File: config.mk
export PLATFORM = sky130hd
export DESIGN_NAME = barramento_arbitro_flat
export DESIGN_NICKNAME = d
export VERILOG_FILES = /design/src/rtl/barramento_arbitro_if.sv /design/src/rtl/barramento_arbitro.sv /design/src/flat_wrapper.sv
export SDC_FILE = /design/constraint.sdc
export NUM_CORES = 1
export LEC_CHECK = 0
export BUFFER_PORTS_ARGS = -buffer_cell sky130_fd_sc_hd__buf_2
export CAP_MARGIN = 30
export CORE_ASPECT_RATIO = 0.75
export CORE_UTILIZATION = 30
export DETAILED_ROUTE_END_ITERATION = 16
export GPL_ROUTABILITY_DRIVEN = 0
export PLACE_DENSITY_LB_ADDON = 0.25
export SYNTH_ARGS = -nofsm -noshare
export SYNTH_HDL_FRONTEND = slang
export SYNTH_SLANG_ARGS = --single-unit
File: constraint.sdc
create_clock -name clk -period 3.67 [get_ports clk]
set_clock_uncertainty 0.15 [all_clocks]
set_input_delay 0.734 -clock clk [delete_from_list [all_inputs] [get_ports clk]]
set_output_delay 0.734 -clock clk [all_outputs]
set_load 0.02 [all_outputs]
File: src/rtl/barramento_arbitro_if.sv
// barramento_arbitro_if
// Groups the requester-side and bus-control signals of the arbiter.
//   req    : one request bit per port
//   dst    : 3-bit destination index per requester, port k in [3k+2:3k]
//   ctrl_k : bus control for port k (bit0 = read, bit1 = write)
//   ack    : one-cycle pulse, transfer for requester k executing
//   busy   : arbiter is not idle
//   err    : one-cycle pulse, request k rejected (only with ARB_ERR_EN)
// Modports: master = requesters/observer, slave = arbiter.
interface barramento_arbitro_if #(
    parameter int N_PORTAS = 6
);
    logic [N_PORTAS-1:0]   req;
    logic [3*N_PORTAS-1:0] dst;
    logic [1:0]            ctrl_0;
    logic [1:0]            ctrl_1;
    logic [1:0]            ctrl_2;
    logic [1:0]            ctrl_3;
    logic [1:0]            ctrl_4;
    logic [1:0]            ctrl_5;
    logic [N_PORTAS-1:0]   ack;
    logic                  busy;
`ifdef ARB_ERR_EN
    logic [N_PORTAS-1:0]   err;
`endif

    modport master (
        output req, dst,
        input  ctrl_0, ctrl_1, ctrl_2, ctrl_3, ctrl_4, ctrl_5, ack, busy
`ifdef ARB_ERR_EN
        , input err
`endif
    );

    modport slave (
        input  req, dst,
        output ctrl_0, ctrl_1, ctrl_2, ctrl_3, ctrl_4, ctrl_5, ack, busy
`ifdef ARB_ERR_EN
        , output err
`endif
    );
endinterface

File: src/rtl/barramento_arbitro.sv
// barramento_arbitro
// Round-robin bus arbiter for 6 ports. IDLE picks a winner starting after
// the last granted port, XFER drives one write/read pair for one cycle,
// REL idles the bus for one cycle. Outputs are registered from the state,
// so controls appear one edge after the state enters XFER.
// Ports:
//   clk   : clock, rising edge
//   rst_n : synchronous active-low reset
//   bus   : barramento_arbitro_if.slave (req, dst, ctrl_0..5, ack, busy, err)
// Configuration:
//   ARB_ERR_EN defined   : winners with dst>5 or dst==src are rejected with an
//                          err pulse instead of a transfer.
//   ARB_ERR_EN undefined : no err port; such transfers run as-is (dst>5 drives
//                          only the source, dst==src drives 2'b11).
module barramento_arbitro #(
    parameter int N_PORTAS = 6
) (
    input  logic                 clk,
    input  logic                 rst_n,
    barramento_arbitro_if.slave  bus
);
    localparam int IW = 3;

    typedef enum logic [1:0] {
        IDLE = 2'd0,
        XFER = 2'd1,
        REL  = 2'd2
    } estado_t;

    estado_t estado, estado_nxt;

    logic [IW-1:0] ptr, ptr_nxt;
    logic [IW-1:0] src, src_nxt;
    logic [IW-1:0] dst_l, dst_l_nxt;

    logic [N_PORTAS-1:0][IW-1:0] dst_v;
    logic [IW-1:0]               venc;
    logic                        achou;

    logic [N_PORTAS-1:0][1:0] ctrl_q, ctrl_nxt;
    logic [N_PORTAS-1:0]      ack_q, ack_nxt;
    logic                     busy_q;

`ifdef ARB_ERR_EN
    logic                err_l, err_l_nxt;
    logic [N_PORTAS-1:0] err_q, err_nxt;
`endif

    assign dst_v = bus.dst;

    // Round-robin search: first requester at (ptr+1), (ptr+2), ... with wrap.
    always_comb begin
        venc  = '0;
        achou = 1'b0;
        for (int i = 1; i <= N_PORTAS; i++) begin
            if (!achou && bus.req[(int'(ptr) + i) % N_PORTAS]) begin
                achou = 1'b1;
                venc  = IW'((int'(ptr) + i) % N_PORTAS);
            end
        end
    end

    always_comb begin
        estado_nxt = estado;
        ptr_nxt    = ptr;
        src_nxt    = src;
        dst_l_nxt  = dst_l;
`ifdef ARB_ERR_EN
        err_l_nxt  = 1'b0;
`endif
        case (estado)
            IDLE: begin
                if (achou) begin
                    src_nxt   = venc;
                    dst_l_nxt = dst_v[venc];
`ifdef ARB_ERR_EN
                    // Rejected winner still advances the pointer so it
                    // cannot starve the others by retrying.
                    if ((dst_v[venc] > IW'(N_PORTAS - 1)) || (dst_v[venc] == venc)) begin
                        err_l_nxt  = 1'b1;
                        ptr_nxt    = venc;
                        estado_nxt = REL;
                    end else begin
                        estado_nxt = XFER;
                    end
`else
                    estado_nxt = XFER;
`endif
                end
            end
            XFER: begin
                ptr_nxt    = src;
                estado_nxt = REL;
            end
            REL: begin
`ifdef ARB_ERR_EN
                err_l_nxt  = 1'b0;
`endif
                estado_nxt = IDLE;
            end
            default: estado_nxt = IDLE;
        endcase
    end

    // Per-port output decode from the current state; registered below.
    // An out-of-range dst matches no port, and dst==src yields 2'b11.
    for (genvar k = 0; k < N_PORTAS; k++) begin : g_porta
        assign ctrl_nxt[k] = (estado == XFER) ? {src == IW'(k), dst_l == IW'(k)} : 2'b00;
        assign ack_nxt[k]  = (estado == XFER) && (src == IW'(k));
`ifdef ARB_ERR_EN
        assign err_nxt[k]  = (estado == REL) && err_l && (src == IW'(k));
`endif
    end

    always_ff @(posedge clk) begin
        if (!rst_n) begin
            estado <= IDLE;
            ptr    <= IW'(N_PORTAS - 1);
            src    <= '0;
            dst_l  <= '0;
            ctrl_q <= '0;
            ack_q  <= '0;
            busy_q <= 1'b0;
`ifdef ARB_ERR_EN
            err_l  <= 1'b0;
            err_q  <= '0;
`endif
        end else begin
            estado <= estado_nxt;
            ptr    <= ptr_nxt;
            src    <= src_nxt;
            dst_l  <= dst_l_nxt;
            ctrl_q <= ctrl_nxt;
            ack_q  <= ack_nxt;
            // Tracks the state register exactly: high in XFER and REL.
            busy_q <= (estado_nxt != IDLE);
`ifdef ARB_ERR_EN
            err_l  <= err_l_nxt;
            err_q  <= err_nxt;
`endif
        end
    end

    assign bus.ctrl_0 = ctrl_q[0];
    assign bus.ctrl_1 = ctrl_q[1];
    assign bus.ctrl_2 = ctrl_q[2];
    assign bus.ctrl_3 = ctrl_q[3];
    assign bus.ctrl_4 = ctrl_q[4];
    assign bus.ctrl_5 = ctrl_q[5];
    assign bus.ack    = ack_q;
    assign bus.busy   = busy_q;
`ifdef ARB_ERR_EN
    assign bus.err    = err_q;
`endif
endmodule

File: src/flat_wrapper.sv
// flat-port wrapper written by rule: the top's interface ports become plain ports
module barramento_arbitro_flat 
#(
    parameter int N_PORTAS = 6
)
  (clk, rst_n, bus_req, bus_dst, bus_ctrl_0, bus_ctrl_1, bus_ctrl_2, bus_ctrl_3, bus_ctrl_4, bus_ctrl_5, bus_ack, bus_busy);
  barramento_arbitro_if #(.N_PORTAS(N_PORTAS)) bus_i ();
  input  logic clk;
  input  logic rst_n;
  input wire logic [$bits(bus_i.req)-1:0] bus_req;
  input wire logic [$bits(bus_i.dst)-1:0] bus_dst;
  output wire logic [$bits(bus_i.ctrl_0)-1:0] bus_ctrl_0;
  output wire logic [$bits(bus_i.ctrl_1)-1:0] bus_ctrl_1;
  output wire logic [$bits(bus_i.ctrl_2)-1:0] bus_ctrl_2;
  output wire logic [$bits(bus_i.ctrl_3)-1:0] bus_ctrl_3;
  output wire logic [$bits(bus_i.ctrl_4)-1:0] bus_ctrl_4;
  output wire logic [$bits(bus_i.ctrl_5)-1:0] bus_ctrl_5;
  output wire logic [$bits(bus_i.ack)-1:0] bus_ack;
  output wire logic [$bits(bus_i.busy)-1:0] bus_busy;
  assign bus_i.req = bus_req;
  assign bus_i.dst = bus_dst;
  assign bus_ctrl_0 = bus_i.ctrl_0;
  assign bus_ctrl_1 = bus_i.ctrl_1;
  assign bus_ctrl_2 = bus_i.ctrl_2;
  assign bus_ctrl_3 = bus_i.ctrl_3;
  assign bus_ctrl_4 = bus_i.ctrl_4;
  assign bus_ctrl_5 = bus_i.ctrl_5;
  assign bus_ack = bus_i.ack;
  assign bus_busy = bus_i.busy;
  barramento_arbitro #(.N_PORTAS(N_PORTAS)) u_core (.clk(clk), .rst_n(rst_n), .bus(bus_i));
endmodule
==> results by group <==
Status
  – Outcome: complete, no violations

Placement
  – Hpwl dp: 4.84 mm
  – Placed Instance Area: 0.00269 mm²
  – Port bufs: 44

Yosys
  – Post-synthesis mux area share: 7.87%
  – Yosys cell types: 70
  – Top FF cell, synth: dfxtp_1
  – Fraction of the yosys area taken by sequential cells: 25.7%
  – Main combinational cell family by area after synthesis: compound AO/OA/AOI/OAI gates
  – Post-synthesis xor/xnor area fraction: 2.25%
  – Synthesized area: 0.00234 mm²
  – Post-synth EDFFs: 0
  – Syn_nets: 309
  – Synth Area in Compound Gates: 28.3%
  – Synth Area in Adders: under 10%
  – Synth area leader: dfxtp_1
  – Mean Syn Cell Area: approximately 8.6 µm²
  – Top cell type's share of synthesized area: 25.7%
  – Mapped Cells: 273
  – Top cells by area, synth: dfxtp_1 (26%), ha_1 (5.4%), mux2i_1 (3.9%)
  – Simple-gate portion of the synthesized area: 23.9%
  – Ys Warns: 0
  – Post-synth ARST share: 0%
  – Count of state elements after synthesis: 30

Cells and area
  – Layout cells sized above 1: 32.8%
  – Register Area: 602 µm²
  – FILL cells: approximately 790
  – Area delta synth->final: 21.6%
  – Final instance area: between 0.002 and 0.003 mm²
  – Multi-input gate area: 0.00165 mm²
  – Nets@finish: between 300 and 400
  – N_diodes: 0

Floorplan
  – Die height: between 70 and 80 µm
  – # IOs: 45
  – Std-Cell Rows: 27
  – Starting Density: 31.5%
  – DIE WIDTH: 104 µm
  – Core footprint: 0.00743 mm²
  – Die area: 0.00816 mm²

Clocking
  – CTS tree: built
  – Worst-path clk slew: 0.07 ns
  – Clock Latency Late Sink: 0.28 ns
  – CTS Sinks: 30
  – Post-CTS setup buffer count: 0
  – Clock tree buffer depth: 2
  – Clock root cell: clkbuf_8
  – Number of H-tree levels: 2
  – TritonCTS Buffers: 5
  – Hold-fix buffers, CTS: 0

GRT
  – First-pass GRT wire length: 9.89 mm
  – Largest net degree at the start of global routing: 16
  – Overall Global Routing Usage: 15.1%
  – Antenna violations before repair: 0
  – Total grt overflow: 0
  – Vias in the first global route: 2017

Power and ir drop
  – Pwr dens: 585 mW/mm²
  – Sequential group share of total power: 25.6%
  – Sw frac: 44.5%
  – Leakage power: 1.23 nW
  – Logic gate share of total power: 57.8%
  – VDD IR max: between 200 and 250 µV
  – Clock share of power: 16.6%
  – Sw Pwr: 0.741 mW
  – Total Power: 1.66 mW
  – Pint: 0.923 mW

Detailed routing
  – Antenna viol nets, final: 0
  – Routed len/inst: 14.5 µm
  – Mean number of vias per cell: 5.35
  – # DRC: 0
  – Routed wire length: 6.15 mm
  – Iter 0 DRT Violations: about 100
  – Via Count: 2268
  – DR pass1 iterations: 4

Timing
  – Fin crit share: 95.9%
  – Final Hold Viols: 0
  – Tightest Pin Transition: 0.620 ns
  – Fin. max-slew vios: 0
  – Period minus WS final: roughly 3.5 ns
  – Final setup vio count: 0
  – Fmax: 0.284 GHz
  – Slew HR: 58.4%
  – Fin Setup TNS: 0 ns

Worst setup path
  – Crit path depth: 14
  – Setup CP Type: flop to flop
  – Worst R2R Path Depth: 14
  – Crit Path Max Fanout: 10
  – CP Data Arrival Time: 3.53 ns
  – CP Cell Sequence: inv_1 -> ha_1 -> a21oi_4 -> inv_1 -> ha_1 -> nor2b_2 -> and2_4 -> a211o_1 -> and3_2 -> o21ai_4 -> or3_4 -> and3_1 -> o31ai_1 -> o211ai_1
  – Worst path top cell family by delay: simple AND/OR/NAND/NOR gates
  – CP endpoint kind: flop
  – Crit path launch type: flop
  – Critical Path Max Stage Delay: around 0.45 ns
  – Buf+Inv Stages, Crit Path: 2
  – Slowest cell on the critical path: or3_4
  – Critical Path RT: around 3.7 ns

Run
  – Max cap viols: 0

Worst hold path
  – Hold Crit Class: flop to flop
  – WHS Path Cells: 2
## metrics by stage
stage | setup slack [ns] | hold WS, ns | utilization [%] | std cells
after floorplan | 0.109 | 0.292 | - | 273
after global placement | 0.138 | 0.330 | 36.2 | 416
after detailed placement | 0.0103 | 0.333 | 36.2 | 416
after CTS | 0.0788 | 0.337 | 37.6 | 424
after global routing | -0.0336 | 0.378 | 38.3 | 424
final | 0.149 | 0.335 | 38.3 | 424
## flip-flops by register name, summed over array words and instances (netlist names), 3 cells and up
name	flops
u_core.bus.ack	6
u_core.ptr	3
u_core.src	3
u_core.dst_l	3
## what timing repair did
action                     in CTS  in global routing
pin swaps                       0                  1
gates resized for setup         1                 12
setup endpoints to repair       2                  4
## path summary, 6_finish.rpt
| kind | startpoint | end | slack (ns) |
|---|---|---|---|
| min reg2reg | u_core.estado[0] | u_core.bus.busy | 0.33 |
| max | u_core.ptr[1] | u_core.dst_l[2] | 0.15 |
| min | u_core.estado[0] | u_core.bus.busy | 0.33 |
| max reg2reg | u_core.ptr[1] | u_core.dst_l[2] | 0.15 |
## routing by layer
layer	track usage, %	vias to the layer above	share of wire, %
met4	3.43	0	0.47
li1	-	1136	-
met3	3.90	2	6.8
met2	20.4	71	38
met5	0	-	0
met1	23.2	1059	55
## cells in the mapped netlist (5+ instances only)
cell       n
o31ai_1    6
dfxtp_1   30
inv_1     13
mux2i_1    9
a211oi_1   6
o211ai_1   8
nor4_1     6
nand2_1   16
a21boi_0   6
a21oi_1   12
clkbuf_1   9
nor4b_1    6
and3_1     7
nor2_1    23
o21ai_0    5
nand3_1    7
ha_1      10
nor3_1     7
## final cells by class
class	count	area share [%]
clock buffers	6	2.90
clock inverters	2	0.440
inverters	15	1.98
multi-input cells	213	57.9
flip-flops and latches	30	21.2
well taps	101	4.44
repair buffers	57	11.2
## kinds of logic (layout without fill, tap and decap cells)
kind of cell               Yosys count  count (layout)
AOI/OAI and AO/OA                   83              83
xor gates and xnor gates             3               3
adders and majority gates           11              11
buffers and inverters               30              80
DFF                                 30              30
muxes                               16              16
and+or+nand+nor                    100             100
## worst min-delay path, stage by stage (launching register included)
cell and delay [ns]:
dfxtp_1 0.31, nand2b_1 0.07, a21oi_1 0.06
## power groups by stage
stage / combinational, mW / clock [mW] / sequential [mW]
after detailed placement: 0.905 / 0 / 0.433
after global routing: 1.05 / 0.299 / 0.436
final: 0.962 / 0.276 / 0.426
after global placement: 0.903 / 0 / 0.431
after CTS: 0.914 / 0.283 / 0.425
after floorplan: 0.701 / 0 / 0.422
## cells in the final DEF, fill, tap and decap left out, drive strengths merged, types with 2 or more instances in the layout
cell type,instances
nand4,4
and3,7
nand2b,3
mux2i,9
a21bo,3
nor2,23
clkbuf,6
o31ai,7
o31a,2
and2,5
buf,57
or3,3
o21a,3
a21oi,14
nor2b,4
ha,10
xnor2,2
a21boi,6
o211ai,10
nor4b,6
nor4,6
inv,15
a211oi,6
mux2,6
nor3,8
o21ai,10
nand2,17
o41ai,3
or4,3
a31oi,2
a311oi,2
o32ai,2
dfxtp,30
nor4bb,3
nand3,7
No activity file was read; power rests on OpenSTA's default activity.
